File: config.mk
export PLATFORM = sky130hd
export DESIGN_NAME = alu_rr_arbiter
export DESIGN_NICKNAME = d
export VERILOG_FILES = /design/src/rtl/alu_rr_arbiter.sv
export SDC_FILE = /design/constraint.sdc
export NUM_CORES = 1
export LEC_CHECK = 0
export BUFFER_PORTS_ARGS = -buffer_cell sky130_fd_sc_hd__buf_2
export CAP_MARGIN = 20
export CELL_PAD_IN_SITES_DETAIL_PLACEMENT = 1
export CELL_PAD_IN_SITES_GLOBAL_PLACEMENT = 1
export CORE_AREA = 10 10 75 77
export DETAILED_ROUTE_END_ITERATION = 8
export DIE_AREA = 0 0 85 87
export GPL_TIMING_DRIVEN = 0
export HOLD_SLACK_MARGIN = 0.1
export PLACE_DENSITY_LB_ADDON = 0.1
export SLEW_MARGIN = 20
export SYNTH_ARGS = -nofsm -noshare
export SYNTH_HDL_FRONTEND = slang
export SYNTH_SLANG_ARGS = --single-unit
File: constraint.sdc
create_clock -name clk -period 10.05 [get_ports clk]
set_clock_uncertainty 0.15 [all_clocks]
set_input_delay 0.5025 -clock clk [delete_from_list [all_inputs] [get_ports clk]]
set_output_delay 0.5025 -clock clk [all_outputs]
set_load 0.005 [all_outputs]
File: src/rtl/alu_rr_arbiter.sv
// Round-robin arbiter sharing one ALU between eight requesters.
// One operation in flight; completion by alu_done or by timeout.
module alu_rr_arbiter #(
    parameter int N_REQ   = 8,
    parameter int SEL_W   = 3,
    parameter int TIMEOUT = 16,
    parameter int CNT_W   = 5
) (
    input  logic             clk,
    input  logic             rst,
    input  logic [N_REQ-1:0] req,
    input  logic             alu_done,
    output logic [SEL_W-1:0] sel,
    output logic [N_REQ-1:0] grant,
    output logic             alu_start,
    output logic [N_REQ-1:0] ack,
    output logic             err,
    output logic             busy
);

    typedef enum logic [1:0] {
        IDLE,
        START,
        WAIT,
        DONE
    } state_t;

    localparam bit               TO_EN = (TIMEOUT != 0);
    localparam logic [CNT_W-1:0] T_MAX = CNT_W'(TIMEOUT - 1);
    localparam logic [N_REQ-1:0] ONE   = N_REQ'(1);

    state_t           state_q, state_d;
    logic [SEL_W-1:0] sel_q, sel_d;
    logic [SEL_W-1:0] ptr_q, ptr_d;
    logic [CNT_W-1:0] timer_q, timer_d;
    logic             err_q, err_d;

    logic [SEL_W-1:0] win;
    logic [SEL_W-1:0] idx;
    logic             found;
    logic [N_REQ-1:0] oh;

    // First set request at or after ptr, wrapping modulo N_REQ
    always_comb begin
        found = 1'b0;
        win   = ptr_q;
        idx   = ptr_q;
        for (int i = 0; i < N_REQ; i++) begin
            idx = ptr_q + SEL_W'(i);
            if (!found && req[idx]) begin
                found = 1'b1;
                win   = idx;
            end
        end
    end

    always_comb begin
        state_d = state_q;
        sel_d   = sel_q;
        ptr_d   = ptr_q;
        timer_d = timer_q;
        err_d   = err_q;
        unique case (state_q)
            IDLE: begin
                if (found) begin
                    sel_d   = win;
                    err_d   = 1'b0;
                    state_d = START;
                end
            end
            START: begin
                timer_d = '0;
                state_d = WAIT;
            end
            WAIT: begin
                if (alu_done) begin
                    err_d   = 1'b0;
                    state_d = DONE;
                end else begin
                    timer_d = timer_q + CNT_W'(1);
                    if (TO_EN && timer_q == T_MAX) begin
                        err_d   = 1'b1;
                        state_d = DONE;
                    end
                end
            end
            DONE: begin
                ptr_d   = sel_q + SEL_W'(1);
                state_d = IDLE;
            end
            default: state_d = IDLE;
        endcase
    end

    always_ff @(posedge clk) begin
        if (rst) begin
            state_q <= IDLE;
            sel_q   <= '0;
            ptr_q   <= '0;
            timer_q <= '0;
            err_q   <= 1'b0;
        end else begin
            state_q <= state_d;
            sel_q   <= sel_d;
            ptr_q   <= ptr_d;
            timer_q <= timer_d;
            err_q   <= err_d;
        end
    end

    // Moore decode of registered state, winner and flag
    assign oh        = ONE << sel_q;
    assign sel       = sel_q;
    assign busy      = (state_q != IDLE);
    assign alu_start = (state_q == START);
    assign grant     = busy ? oh : '0;
    assign ack       = (state_q == DONE) ? oh : '0;
    assign err       = (state_q == DONE) && err_q;

endmodule

==> flow_summary.ini, run 1 <==
[run_status]
status = complete, no violations

[critical_path]
required_ns = 10.02
critPathTopFamily = multiplexers
cp_slowest_cell = mux4_2
path_max_fanout = 10
startpoint_type = flop
cpPeakStageDelay_ns = 0.54
crit_type = flop to flop
path_cells = buf_2 > buf_2 > inv_1 > ha_1 > buf_6 > mux4_2 > mux2_4 > nor3_4 > nand4_2 > o21ai_1 > mux2i_1 > nor2_1
end_kind = flop
critical_path_arrival_ns = 3.65
cpMostUsedCell = buf_2
critPathBufInv = 4

[floorplan]
ioPinCount = 33
fp.dieW_um = 85
core_area_mm2 = 0.004234
row_count = 24
die-area_mm2 = 0.007395
initial_core_util_pct = 44.21
fp.dieH_um = 87

[routing]
drc = 0
avgViaCountPerCell = 5.949
firstDrtPassIters = 4
via_count = 1755
wirelength_um = 5411
wl_per_cell_um = 18.34
ant_nets = 0
drt_iter0_markers = 53

[clocking]
clk_pin_slew_ns = 0.06
cts_sinks = 14
ctsResizeCount = 0
cts_tree = done
numCtsBuffers = 3
clock_latency_ns = 0.24
cts_hold_buf = 0
ctsLongestPathBuffers = 2
postCtsSetupBuffers = 0
htreeDepth = 1
cts_root_buffer = clkbuf_8

[yosys]
syn_inst = 207
synth-async-reset-ratio_pct = 0
yosysUniqueCellTypes = 50
synth-seq-cells = 14
ys.flop_type = dfxtp_1
yosys_warnings = 0
postSynthAreaPerCell_um2 = 9.042
syn_area_mm2 = 0.001872
synth-edff-count = 0
synth_seq_area_share_pct = 14.97
syn-num-nets = 233

[timing]
relSlewSlack_pct = 63.70
fmax_mhz = 271.8
min_period_ns = 3.680
finalSetupTns_ns = 0
drv_slew = 0
setup_violations = 0
worst_pin_slew_ns = 0.5445
rsz0062_at_grt = no
hold_viol_final = 0
finalCritPeriodShare_pct = 36.62

[final_layout]
fin_area_mm2 = 0.002152
drive_gt1_share_pct = 29.22
nFillCells = 513
diodes = 0
final_nets = 270
syn2layout_area_growth_pct = 14.97

[placement]
postPlaceCellArea_mm2 = 0.002097
place.gp.congestion = 0.7860
numPortBuffers = 32
dp.final_hpwl_um = 4241

[global_route]
antenna_found_initial = 0
grt_pass1_wl_um = 9156
grtUsageTotal_pct = 14.54
grt_pass1_vias = 1804
grt_overflow = 0
grt_max_degree = 13

[power]
irDropWorstVdd_mv = 0.1034
p_leak_nw = 0.9310
pwr_density_cell_mw_per_mm2 = 203.2

[worst_hold_path]
min_path_type = flop to flop

[flow_run]
maxCapViolCount = 0
-- state kept, by name, indices dropped and copies added (netlist names) --
name and cells:
ptr_q 3, err_q 1, sel 3, state_q 2, timer_q 5
-- per-stage QoR --
| step | power, W | hold slack (ns) | util [%] | std cells | worst slack (ns) |
|---|---|---|---|---|---|
| finish | 0.0004373 | 0.3175 | 50.83 | 295 | 6.370 |
| floorplan | 0.0003008 | 0.2890 | - | 207 | 6.801 |
| global route | 0.0004780 | 0.3399 | 50.83 | 295 | 6.134 |
| detailed placement | 0.0003846 | 0.3068 | 49.53 | 291 | 6.376 |
| CTS | 0.0004418 | 0.3209 | 50.83 | 295 | 6.361 |
| global placement | 0.0003817 | 0.3153 | 49.53 | 291 | 6.376 |
-- cell usage in the layout (no fill, tap or decap), types with 2 or more instances in the layout --
master	n
nor2b_1	3
clkbuf_8	4
a21oi_1	16
nand2_1	8
buf_2	35
o21ai_0	7
o22ai_1	2
xnor2_1	2
o221a_2	2
clkbuf_1	3
a311oi_1	2
o221ai_1	2
and2_1	10
ha_1	15
xor2_1	3
nand2b_1	3
a211oi_1	5
mux4_2	15
nor2_1	23
dfxtp_1	14
and3_1	7
mux2i_1	9
nand3_1	2
mux2_2	5
nand3b_1	3
inv_1	18
-- layout make-up --
class                   count  area [µm²]  share of cell area, %
multi-input cells         166        1475                  68.55
flip-flops and latches     14       280.3                  13.02
repair buffers             32       160.2                  7.442
inverters                  18       67.56                  3.140
well taps                  52       65.06                  3.023
clock buffers               4       55.05                  2.558
plain buffers               9       48.80                  2.267
-- report_power, final --
part / switching, W / leakage [nW] / internal [W] / total (W)
sequential: 0.0000155 / 0.114 / 0.0000671 / 0.0000826
clock: 0.0000204 / 0.0288 / 0.0000347 / 0.0000551
combinational: 0.000171 / 0.788 / 0.000128 / 0.000300
-- cells by family (layout without fill, tap and decap cells) --
kind of cell,after synthesis,count (layout),share of synthesized area [%]
xor gates and xnor gates,5,5,2.340
buffers and inverters,27,63,6.216
and+or+nand+nor,67,67,19.72
AOI/OAI and AO/OA,47,47,17.45
adders and majority gates,15,15,10.03
muxes,32,32,29.28
DFF,14,14,14.97
-- final timing paths --
path                                   end  cells past startpoint  slack (ns)       start
worst min-delay path            timer_q[3]                      1        0.32  timer_q[3]
worst min register to register  timer_q[3]                      1        0.32  timer_q[3]
worst max register to register      sel[0]                     12        6.37    ptr_q[1]
worst max-delay path                sel[0]                     12        6.37    ptr_q[1]
-- cell usage after synthesis (2+ instances only) --
cell type / instances / share of area [%]
dfxtp_1: 14 / 15
o221ai_1: 2 / 0.94
nand2_1: 8 / 1.6
buf_2: 3 / 0.80
o221a_2: 2 / 1.2
nor2_1: 23 / 4.6
mux4_2: 15 / 18
a211oi_1: 5 / 2.0
nand3b_1: 3 / 1.2
clkbuf_1: 3 / 0.60
ha_1: 15 / 10
inv_1: 18 / 3.6
o22ai_1: 2 / 0.67
and3_1: 7 / 2.3
xor2_1: 3 / 1.4
xnor2_1: 2 / 0.94
mux2i_1: 9 / 4.8
mux2_2: 5 / 3.0
nand3_1: 2 / 0.53
a311oi_1: 2 / 0.94
nand2b_1: 3 / 1.0
a21oi_1: 16 / 4.3
nor2b_1: 3 / 1.0
o21ai_0: 7 / 1.9
and2_1: 10 / 3.3
-- routing by layer --
layer  part of all wire [%]  vias up  track usage [%]
met5                      0        -                0
met4                    1.9        0            4.341
met3                    2.8        6            1.311
met2                     51       40            26.16
met1                     44      868            17.79
li1                       -      841                -
Power figures use the tool's default switching activity.
==> inputs of run 2 (changes only) <==
--- a/config.mk
+++ b/config.mk
@@ -5,13 +5,14 @@
 export SDC_FILE = /design/constraint.sdc
 export NUM_CORES = 1
 export LEC_CHECK = 0
+export ABC_AREA = 1
 export BUFFER_PORTS_ARGS = -buffer_cell sky130_fd_sc_hd__buf_2
 export CAP_MARGIN = 20
 export CELL_PAD_IN_SITES_DETAIL_PLACEMENT = 1
 export CELL_PAD_IN_SITES_GLOBAL_PLACEMENT = 1
-export CORE_AREA = 10 10 75 77
+export CORE_AREA = 10 10 77 79
 export DETAILED_ROUTE_END_ITERATION = 8
-export DIE_AREA = 0 0 85 87
+export DIE_AREA = 0 0 87 89
 export GPL_TIMING_DRIVEN = 0
 export HOLD_SLACK_MARGIN = 0.1
 export PLACE_DENSITY_LB_ADDON = 0.1
==> constraint.sdc (replaced) <==
create_clock -name clk -period 3.51 [get_ports clk]
set_clock_uncertainty 0.15 [all_clocks]
set_input_delay 0.1755 -clock clk [delete_from_list [all_inputs] [get_ports clk]]
set_output_delay 0.1755 -clock clk [all_outputs]
set_load 0.005 [all_outputs]
==> flow_summary.ini, run 2 <==
[run_status]
status = complete, no violations

[critical_path]
cpMostUsedCell = nand2_1
crit_type = flop to flop
rrSetupSlack_ns = 0.59
cp_slowest_cell = ha_1
startpoint_type = flop
path_cells = buf_4 > inv_2 > ha_1 > inv_1 > nand3_1 > nand2_1 > nand2_1 > nand2_2 > nand3_2 > nor2_4 > nand2_2 > nor2_4 > nand4_1 > nand2_1 > inv_1 > o21ai_1 > nor2_1
end_kind = flop
path_max_fanout = 8
required_ns = 3.50
critical_path_arrival_ns = 2.91
cpPeakStageDelay_ns = 0.40

[flow_run]
maxCapViolCount = 0

[final_layout]
final_cell_mix = nand2_1, nand3_1, inv_1, buf_2, nor2_1
largest_reg_flops = 5
diodes = 0
drive_gt1_share_pct = 17.97
nFillCells = 644
seq_area_um2 = 280.3
final_nets = 323
final_common_cell = nand2_1
syn2layout_area_growth_pct = 16.87
multi_input_area_mm2 = 0.001115
largest_register = timer_q

[routing]
avgViaCountPerCell = 5.006
ant_nets = 0
wl_per_cell_um = 13.52
drc = 0
firstDrtPassIters = 4
wirelength_um = 4719
via_count = 1747
drt_iter0_markers = 53

[global_route]
grt_pass1_wl_um = 8224
grt_pass1_vias = 1719
grt_max_degree = 11
grtUsageTotal_pct = 12.77
antenna_found_initial = 0
grt_overflow = 0

[power]
p_sw_share_pct = 55.65
p_sw_w = 0.0007274
p_leak_nw = 0.9505
p_clk_share_pct = 10.4
power.internal_w = 0.0005798
pwr-share-seq_pct = 17.5
pwr-share-comb_pct = 72.1
pwr_density_cell_mw_per_mm2 = 714.6
irDropWorstVdd_mv = 0.2933

[timing]
drv_slew = 0
finalSetupTns_ns = 0
fin_ws_ns = 0.5919
setup_violations = 0
min_period_ns = 2.918
hold_viol_final = 0
finalCritPeriodShare_pct = 83.14
fmax_mhz = 342.7
relSlewSlack_pct = 70.26
worst_pin_slew_ns = 0.4461
rsz0062_at_grt = no

[yosys]
synth_top_cell_by_area = dfxtp_1
yosys_warnings = 0
syn_area_mm2 = 0.001565
ys.flop_type = dfxtp_1
yosysUniqueCellTypes = 33
synth_most_common_cell = nand2_1
postSynthAreaPerCell_um2 = 5.997
synthTopCellsByCount = nand2_1, nand3_1, inv_1
synth-seq-cells = 14
synth-edff-count = 0
synth-async-reset-ratio_pct = 0
synth_seq_area_share_pct = 17.91
synth_top_area_share_pct = 17.91
synth_area_leaders = dfxtp_1, nand2_1, ha_1
syn_inst = 261
syn-num-nets = 287

[clocking]
postCtsSetupBuffers = 0
cts_hold_buf = 0
cts_root_buffer = clkbuf_8
clock_latency_ns = 0.25
numCtsBuffers = 3
cts_tree = done
ctsResizeCount = 0
cts_sinks = 14
ctsLongestPathBuffers = 2
htreeDepth = 1
clk_pin_slew_ns = 0.06

[floorplan]
fp.dieH_um = 89
initial_core_util_pct = 34.51
row_count = 25
core_area_mm2 = 0.004536
ioPinCount = 33
fp.dieW_um = 87
die-area_mm2 = 0.007743

[placement]
place.gp.congestion = 0.7659
pre_cts_ws_ns = 0.5827
numPortBuffers = 31
dp.final_hpwl_um = 3917

[worst_hold_path]
min_path_type = input pin to flop
-- run 2: cell types whose count changed after synthesis, moves of 4 or more --
cell / previous run / this run
nand2_1: 8 / 74
nand3_1: 2 / 36
mux4_2: 15 / 0
inv_1: 18 / 32
nor3_1: 1 / 13
and2_1: 10 / 0
mux2i_1: 9 / 0
and3_1: 7 / 0
nor2_1: 23 / 16
a21oi_1: 16 / 11
mux2_2: 5 / 0
o21ai_0: 7 / 12
a211oi_1: 5 / 1
inv_2: 0 / 4
-- run 2: worst paths after layout --
check / depth (start not counted) / startpoint / end
min: 4 / alu_done / timer_q[1]
max reg2reg: 17 / ptr_q[1] / state_q[0]
max: 17 / ptr_q[1] / state_q[0]
min reg2reg: 1 / timer_q[3] / timer_q[3]
-- run 2: per-layer routing --
| layer | up-vias | share of wire (%) | global-route usage, % |
|---|---|---|---|
| met5 | - | 0 | 0 |
| met4 | 0 | 0.45 | 2.209 |
| met3 | 5 | 4.7 | 3.191 |
| met2 | 27 | 43 | 19.99 |
| met1 | 798 | 51 | 17.34 |
| li1 | 917 | - | - |
-- run 2: final cells by class --
cell class                 count  area share [%]
tap                           54           3.694
clock buffer                   3           2.257
sequential                    14           15.32
inverter                      36           7.387
timing repair buffer          31           8.482
buffer                         6           1.915
multi-input combinational    205           60.94
-- run 2: worst max-delay path, delay by kind of cell, from the launching register on --
kind	cells	cell delay, ns
flip-flops	1	0.34
adder cells (fa/ha/maj)	1	0.40
buffers and inverters	4	0.63
AND/OR/NAND/NOR	11	1.16
AO/OA/AOI/OAI	1	0.12
-- run 2: power groups by stage --
| stage | sequential [W] | combinational, W | clock (W) |
|---|---|---|---|
| after floorplan | 0.000226 | 0.000698 | 0 |
| after global placement | 0.000234 | 0.000939 | 0 |
| after detailed placement | 0.000233 | 0.000953 | 0 |
| after CTS | 0.000230 | 0.000957 | 0.000140 |
| after global routing | 0.000235 | 0.00110 | 0.000150 |
| final | 0.000228 | 0.000942 | 0.000136 |
-- run 2: per-stage QoR --
stage	instances	instance area (µm²)	total power (W)	util [%]	hold slack (ns)
5_1_grt	349	1829	0.001487	40.33	0.1437
6_report	349	1829	0.001307	40.33	0.09964
3_3_place_gp	346	1788	0.001173	39.42	0.3099
4_1_cts	349	1829	0.001327	40.33	0.1040
3_5_place_dp	346	1788	0.001186	39.42	0.3130
2_1_floorplan	261	1565	0.0009234	-	0.2336
-- run 2: cell families (layout without fill, tap and decap cells) --
group,after synthesis,after routing,share of synthesized area [%]
xor+xnor,6,6,4.318
buf+inv,42,76,10.87
compound gates,32,32,11.27
simple gates,152,152,43.65
flops,14,14,17.91
fa+ha+maj,15,15,11.99
